===== config.mk =====
export PLATFORM = sky130hd
export DESIGN_NAME = grant_dispatch_fifo
export DESIGN_NICKNAME = d
export VERILOG_FILES = /design/src/rtl/grant_pkg.sv /design/src/rtl/sync_fifo.sv /design/src/rtl/grant_dispatch_fifo.sv
export SDC_FILE = /design/constraint.sdc
export NUM_CORES = 1
export LEC_CHECK = 0
export CORE_AREA = 2 2 78 80
export CTS_CLUSTER_DIAMETER = 120
export DETAILED_ROUTE_END_ITERATION = 10
export DIE_AREA = 0 0 80 82
export PLACE_DENSITY_LB_ADDON = 0.25
export SLEW_MARGIN = 5
export SYNTH_ARGS = -nofsm -noshare
export SYNTH_HDL_FRONTEND = slang
export SYNTH_SLANG_ARGS = --single-unit

===== constraint.sdc =====
create_clock -name clk -period 6.9 [get_ports clk]
set_clock_uncertainty 0.05 [all_clocks]
set_input_delay 1.725 -clock clk [delete_from_list [all_inputs] [get_ports clk]]
set_output_delay 1.725 -clock clk [all_outputs]
set_load 0.05 [all_outputs]

===== src/rtl/grant_pkg.sv =====
// Shared types and helpers for consumers of the 4-way arbiter grant.
// Entry layout and one-hot decode live here so every consumer agrees.
package grant_pkg;

    localparam int N_REQ  = 4;
    localparam int DATA_W = 8;
    localparam int ID_W   = 2;

    typedef struct packed {
        logic [ID_W-1:0]   id;
        logic [DATA_W-1:0] data;
    } entry_t;

    function automatic logic [ID_W-1:0] onehot_to_idx(
        input logic [N_REQ-1:0] oh
    );
        logic [ID_W-1:0] idx;
        idx = '0;
        for (int i = 0; i < N_REQ; i++) begin
            if (oh[i]) idx = idx | ID_W'(i);
        end
        return idx;
    endfunction

endpackage


===== src/rtl/sync_fifo.sv =====
// Generic synchronous FIFO, first-word fall-through read port.
// A push while full is taken only when a pop frees the head slot.
module sync_fifo #(
    parameter int DEPTH = 4,
    parameter int W     = 10,
    localparam int AW   = $clog2(DEPTH),
    localparam int CW   = $clog2(DEPTH + 1)
) (
    input  logic          clk,
    input  logic          rst,
    input  logic          push,
    input  logic [W-1:0]  wdata,
    input  logic          pop,
    output logic [W-1:0]  rdata,
    output logic [CW-1:0] count,
    output logic          full,
    output logic          empty
);

    logic [W-1:0]  mem [DEPTH];
    logic [AW-1:0] wptr;
    logic [AW-1:0] rptr;
    logic          do_push;
    logic          do_pop;

    assign full    = (count == CW'(DEPTH));
    assign empty   = (count == '0);
    assign do_pop  = pop && !empty;
    assign do_push = push && (!full || do_pop);
    assign rdata   = mem[rptr];

    always_ff @(posedge clk) begin
        if (rst) begin
            wptr  <= '0;
            rptr  <= '0;
            count <= '0;
            for (int i = 0; i < DEPTH; i++) begin
                mem[i] <= '0;
            end
        end else begin
            if (do_push) begin
                mem[wptr] <= wdata;
                wptr      <= wptr + AW'(1);
            end
            if (do_pop) begin
                rptr <= rptr + AW'(1);
            end
            if (do_push && !do_pop) begin
                count <= count + CW'(1);
            end else if (do_pop && !do_push) begin
                count <= count - CW'(1);
            end
        end
    end

endmodule


===== src/rtl/grant_dispatch_fifo.sv =====
// Queues arbiter grants with their data and hands them to a shared
// resource over valid/ready, pulsing done back to the owner on consume.
module grant_dispatch_fifo
    import grant_pkg::*;
#(
    parameter int N     = N_REQ,
    parameter int DW    = DATA_W,
    parameter int DEPTH = 4,
    parameter int IDW   = ID_W,
    localparam int CW   = $clog2(DEPTH + 1)
) (
    input  logic            clk,
    input  logic            rst,
    input  logic [N-1:0]    grant,
    input  logic [N*DW-1:0] req_data,
    output logic            out_valid,
    input  logic            out_ready,
    output logic [IDW-1:0]  out_id,
    output logic [DW-1:0]   out_data,
    output logic [N-1:0]    done,
    output logic [CW-1:0]   count,
    output logic            full,
    output logic            overflow,
    output logic            onehot_err
);

    logic           any_bit;
    logic           multi;
    logic           single;
    logic [IDW-1:0] gidx;
    logic           pop;
    logic           push;
    logic           empty;
    entry_t         wr_entry;
    entry_t         rd_entry;
    entry_t         held;

    // x & (x-1) clears the lowest set bit; anything left means multi-hot
    assign any_bit = |grant;
    assign multi   = |(grant & (grant - N'(1)));
    assign single  = any_bit && !multi;
    assign gidx    = onehot_to_idx(grant);

    assign wr_entry.id   = gidx;
    assign wr_entry.data = req_data[gidx*DW +: DW];

    assign out_valid = !empty;
    assign pop       = out_valid && out_ready;
    assign push      = single;

    sync_fifo #(
        .DEPTH (DEPTH),
        .W     ($bits(entry_t))
    ) u_fifo (
        .clk   (clk),
        .rst   (rst),
        .push  (push),
        .wdata (wr_entry),
        .pop   (pop),
        .rdata (rd_entry),
        .count (count),
        .full  (full),
        .empty (empty)
    );

    // Once drained, keep showing the last head instead of stale slots
    assign out_id   = empty ? held.id   : rd_entry.id;
    assign out_data = empty ? held.data : rd_entry.data;

    always_ff @(posedge clk) begin
        if (rst) begin
            held       <= '0;
            done       <= '0;
            overflow   <= 1'b0;
            onehot_err <= 1'b0;
        end else begin
            if (!empty) held <= rd_entry;
            done <= pop ? (N'(1) << rd_entry.id) : '0;
            if (single && full && !pop) overflow <= 1'b1;
            if (multi) onehot_err <= 1'b1;
        end
    end

endmodule


# After elaboration in Yosys (flattened, before gate mapping)
# Memory sizes are Yosys's and may differ from the RTL's. A register that Yosys moved wholly into a read port is not among the register bits.
# Index checks and enable logic that the tools add are counted.
[classes] mux=17 n_lt_le_gt_ge=0 shifts=2 bitwise=2 reduce_logical=21 n_div=0 n_addsub=5 mul=0 n_eq_ne=1
[ops] op="$shiftx A32 B6 Y8" n=1
[ops] op="$mux W2" n=6
[ops] op="$mux W10" n=1
[ops] op="$reduce_or A10 Y1" n=1
[ops] op="$logic_and A1 B1 Y1" n=8
[ops] op="$mux W8" n=1
[ops] op="$reduce_or A4 Y1" n=2
[ops] op="$mux W1" n=7
[ops] op="$logic_not A1 Y1" n=6
[ops] op="$mux W3" n=2
[ops] op="$add A2 B1 Y2 const B" n=2
[ops] op="$and A4 B4 Y4" n=1
[ops] op="$shl A1 B2 Y4 const A" n=1
[ops] op="$sub A4 B1 Y4 const B" n=1
[ops] op="$add A3 B1 Y3 const B" n=1
[ops] op="$eq A3 B3 Y1 const B" n=1
[ops] op="$logic_not A3 Y1" n=1
[ops] op="$sub A3 B1 Y3 const B" n=1
[ops] op="$reduce_bool A2 Y1" n=1
[ops] op="$reduce_or A2 Y1" n=1
[ops] op="$logic_or A1 B1 Y1" n=1
[ops] op="$not A1 Y1" n=1
[word_totals] latch_bits=0 romBits=0 reg_bits=23 ramBits=40 n_memories=1
[mem_list] name="u_fifo.mem" depth=4 word_bits=10 rd=1 rd_clocked_by_memory_dff=1 wr=4 line_no="sync_fifo.sv:20" text="logic [W-1:0] mem [DEPTH];"

# Depth between registers and ports, before layout
[depth] depth_word=11 mapped_depth=12 ltp_nobuf=10

# Cells and area by module
# A second synthesis with hierarchy kept.
[hier_totals] hier_cells=231 area_unflattened_um2=3118.0
[by_module_without_submodules] mod="sync_fifo" n_inst=1 seq_area_each_um2=1381.3 area_each_um2=2179.6 cells_each=143
[by_module_without_submodules] mod="grant_dispatch_fifo" n_inst=1 seq_area_each_um2=320.3 area_each_um2=938.4 cells_each=88

# Worst setup path before layout
# OpenSTA, ideal clock, no wires.
[synth_timing] kind="flip-flop to output port" from="register u_fifo.count[2]" to="output full" arrival_ps=1899 path_stages_with_launch=2 setup_slack_ps=3226 path_cell_list="dfxtp_1 nor3b_1"
[synth_between] elab_chain_len=1
[synth_lines] item="start: declaration" line_no="sync_fifo.sv:15" text="output logic [CW-1:0] count,"
[synth_lines] item="start signal: assignment" line_no="sync_fifo.sv:49" text="count <= count + CW'(1);"
[synth_lines] item="start signal: assignment" line_no="sync_fifo.sv:51" text="count <= count - CW'(1);"
[synth_lines] item="$eq A3 B3 Y1" line_no="sync_fifo.sv:26" text="assign full = (count == CW'(DEPTH));"
[synth_lines] item="end: declaration" line_no="grant_dispatch_fifo.sv:22" text="output logic full,"
# Every way passes these cells.

# Final worst setup path
[layout_timing] from="input grant[1]" to="register u_fifo.count[2]"
[layout_between] elab_chain_len=9 elab_cells_between_ends=12 cone_classes="1 x add/sub; 1 x mux; 1 x bitwise; 9 x reduce/logical"
[layout_lines] item="start: declaration" line_no="grant_dispatch_fifo.sv:14" text="input logic [N-1:0] grant,"
[layout_lines] item="$sub A4 B1 Y4" line_no="grant_dispatch_fifo.sv:40" text="assign multi = |(grant & (grant - N'(1)));"
[layout_lines] item="$and A4 B4 Y4" line_no="grant_dispatch_fifo.sv:40"
[layout_lines] item="$reduce_or A4 Y1" line_no="grant_dispatch_fifo.sv:40"
[layout_lines] item="$logic_not A1 Y1" line_no="grant_dispatch_fifo.sv:41" text="assign single = any_bit && !multi;"
[layout_lines] item="$logic_and A1 B1 Y1 *" line_no="grant_dispatch_fifo.sv:41"
[layout_lines] item="$logic_and A1 B1 Y1 *" line_no="sync_fifo.sv:29" text="assign do_push = push && (!full || do_pop);"
[layout_lines] item="via u_fifo.do_push" line_no="sync_fifo.sv:23" text="logic do_push;"
[layout_lines] item="$logic_not A1 Y1" line_no="sync_fifo.sv:50" text="end else if (do_pop && !do_push) begin"
[layout_lines] item="$logic_and A1 B1 Y1" line_no="sync_fifo.sv:50"
[layout_lines] item="$reduce_bool A2 Y1 (no source line)"
# The timed path passes the listed nets; every way through them passes the cells marked *.
# A chain may end at the register's enable or synchronous reset.

==> out/qor.csv <==
stage,metric,value,unit
placed_design,GP Congestion,0.7857,
global_route,GRT Overall Usage,0.2000,
finish,layout net count,352,
critical_path,CP required,7.11,ns
synthesis,synthesized area,0.003077,mm^2
synthesis,Synth Flop Type,edfxtp_1,
finish,"commonest non-fill, non-tap cell in the layout",clkdlybuf4s50_1,
synthesis,Synth Instances,256,
routing,routed length on met3,354,um
routing,Post-Route M1 WL,2.843,mm
power,PwrDens,359.9,mW/mm^2
placed_design,IO buf count,59,
routing,DRC Markers,0,
clock_tree,setup bufs post-CTS,0,
routing,Antenna Nets Post-Route,0,
sta,Setup TNS Final,0,ns
finish,share of cells above drive strength 1,0.1519,
job,Max Cap Viol,0,
sta,Final period util,0.6946,
placed_design,placed cell count,375,
sta,Final Hold Fails,0,
synthesis,Unique masters post-synth,41,
routing,DR WL/cell,15.39,um
sta,"Slew Viols, Final",0,
critical_path,internal reg-to-reg setup slack,4.35,ns
global_route,vias in the first global route,2036,
floorplan,Rows,28,
sta,Fmax achieved,208.6,MHz
synthesis,ranking of synthesized cells by area,"edfxtp_1 (39%), dfxtp_1 (16%), mux4_2 (7.3%)",
finish,n_diodes,0,
finish,fin util,0.6690,
synthesis,"EDFF count, synth",40,
synthesis,cell taking the most area after synthesis,edfxtp_1,
global_route,largest net degree at the start of global routing,38,
critical_path,crit path launch type,input pin,
floorplan,die extent in x,80,um
floorplan,I/O Pins,60,
floorplan,Die Y-Extent,82,um
synthesis,synthesis-stage register bit count,65,
clock_tree,worst-skew pair later-pin latency,0.33,ns
status,status,finished clean,
routing,total wire length,6.019,mm
sta,final setup fails,0,
power,VDD IR-drop max,0.2032,mV
sta,Max-slew headroom,0.3223,
critical_path,crit end category,register,
clock_tree,H-tree Lvls,3,
sta,WHS,0.4299,ns
global_route,total grt overflow,0,
power,P_leak,1.401,nW
floorplan,Initial Utilization,0.5355,
routing,Pre-Repair DR Iteration Count,5,
synthesis,"FFs w/ async S/R, synth",0,
floorplan,core box area,0.005746,mm^2
clock_tree,post-cts sizing count,0,
routing,DR WL met2,2.733,mm
synthesis,register area share after synthesis,0.5531,
routing,uppermost layer routed,met4,
critical_path,WS Path Type,input pin to register,
synthesis,Post-Syn Nets,297,
critical_path,Worst Path Arrival,5.01,ns
clock_tree,clock tree sinks,65,
routing,Initial DRC Count,127,
placed_design,Detailed Place HPWL,4.215,mm
sta,Worst-Margin Slew,1.014,ns
global_route,antenna violations before repair,0,
global_route,first-pass GRT wire length,9.846,mm
synthesis,post-synth top area share,0.3904,
min_path,worst hold path class,register to register,
clock_tree,clk buf depth,2,
clock_tree,Root Buffer,clkbuf_8,
finish,most frequent cells in the layout,"clkdlybuf4s50_1 (59), nor2_1 (54), edfxtp_1 (40)",
finish,area delta synth->final,24.93,%
floorplan,die area,0.006560,mm^2
synthesis,Mean Syn Cell Area,12.02,um^2
sta,RSZ-0062 raised after global routing,no,
synthesis,Synthesis Warnings,0,
clock_tree,CTS Hold Bufs,0,
routing,DR vias/cell,5.445,
clock_tree,TritonCTS clock tree,yes,
clock_tree,clock slew seen by the registers of the worst setup and hold paths,0.07,ns
critical_path,Crit Path Max Fanout,30,
sta,minimum clock period,4.793,ns
clock_tree,total CTS buffers,9,
routing,DR vias,2129,
finish,final cell count without fillers,391,
## Yosys cell counts, drive strengths merged, types with 2 or more instances
cell type  instances
or3                3
nand3              2
nor4b              3
nand2b             2
mux2              18
dfxtp             25
nor3               2
nor2              54
mux4              10
o21bai             3
a21oi              4
nor2b             11
o211ai             8
o21ai              3
nor4               7
or2                2
nand2             13
o221ai             8
nand3b             2
xor2               5
buf                8
inv                4
edfxtp            40
clkbuf             8
## through the flow
step / setup WS [ns] / power (mW) / area [um^2]
after global placement: 1.905 / 1.098 / 3670
final: 2.107 / 1.383 / 3844
after detailed placement: 1.781 / 1.110 / 3670
after CTS: 2.135 / 1.390 / 3844
after floorplan: 3.226 / 0.9610 / 3077
after global routing: 1.928 / 1.447 / 3844
## report_power, final
group | total [mW] | switching [mW] | internal [mW]
registers | 0.521 | 0.0496 | 0.472
clock network | 0.283 | 0.135 | 0.148
logic | 0.579 | 0.328 | 0.251
## area by class of cell
type / count / area, um^2
Tap cell: 75 / 93.84
Timing Repair Buffer: 60 / 598.1
Fill cell: 433 / 1902
Clock buffer: 13 / 158.9
Sequential cell: 65 / 1702
Multi-Input combinational cell: 170 / 1257
Clock inverter: 3 / 15.01
Inverter: 5 / 18.77
## final timing paths
path / from / endpoint / cells after the start
worst min register to register: onehot_err / onehot_err / 2
worst max-delay path: grant[1] / u_fifo.count[2] / 11
worst max register to register: u_fifo.count[0] / u_fifo.count[2] / 7
worst min-delay path: onehot_err / onehot_err / 2
## logic make-up (layout without fill, tap and decap cells)
logic type | after synthesis | in the layout | share of synthesized area
and+or+nand+nor | 104 | 104 | 0.1614
DFF | 65 | 65 | 0.5531
AOI/OAI and AO/OA | 30 | 30 | 0.07280
muxes | 29 | 29 | 0.1497
buffers and inverters | 21 | 81 | 0.03823
xor gates and xnor gates | 5 | 5 | 0.01423
adders and majority gates | 2 | 2 | 0.01057
## critical path, cell delays in order
cell and delay (ns):
clkdlybuf4s50_1 1.11, nor4b_1 0.33, a221o_1 0.36, nand2_4 0.15, inv_2 0.09, ha_1 0.18
inv_1 0.06, fa_1 0.37, xor2_1 0.16, or3_1 0.32, a21oi_1 0.15
## per-layer routing
metal	global-route usage	up-vias
met4	0.08644	0
met3	0.04396	6
met2	0.3167	74
met1	0.2678	997
li1	-	1052
met5	0	-
## flip-flops by register name, summed over array words and instances (netlist names), named ones only
name,cells
done,4
held,10
onehot_err,1
overflow,1
u_fifo.count,3
u_fifo.mem,40
u_fifo.rptr,2
u_fifo.wptr,2
Note: power is estimated with default switching activity, not from simulation.
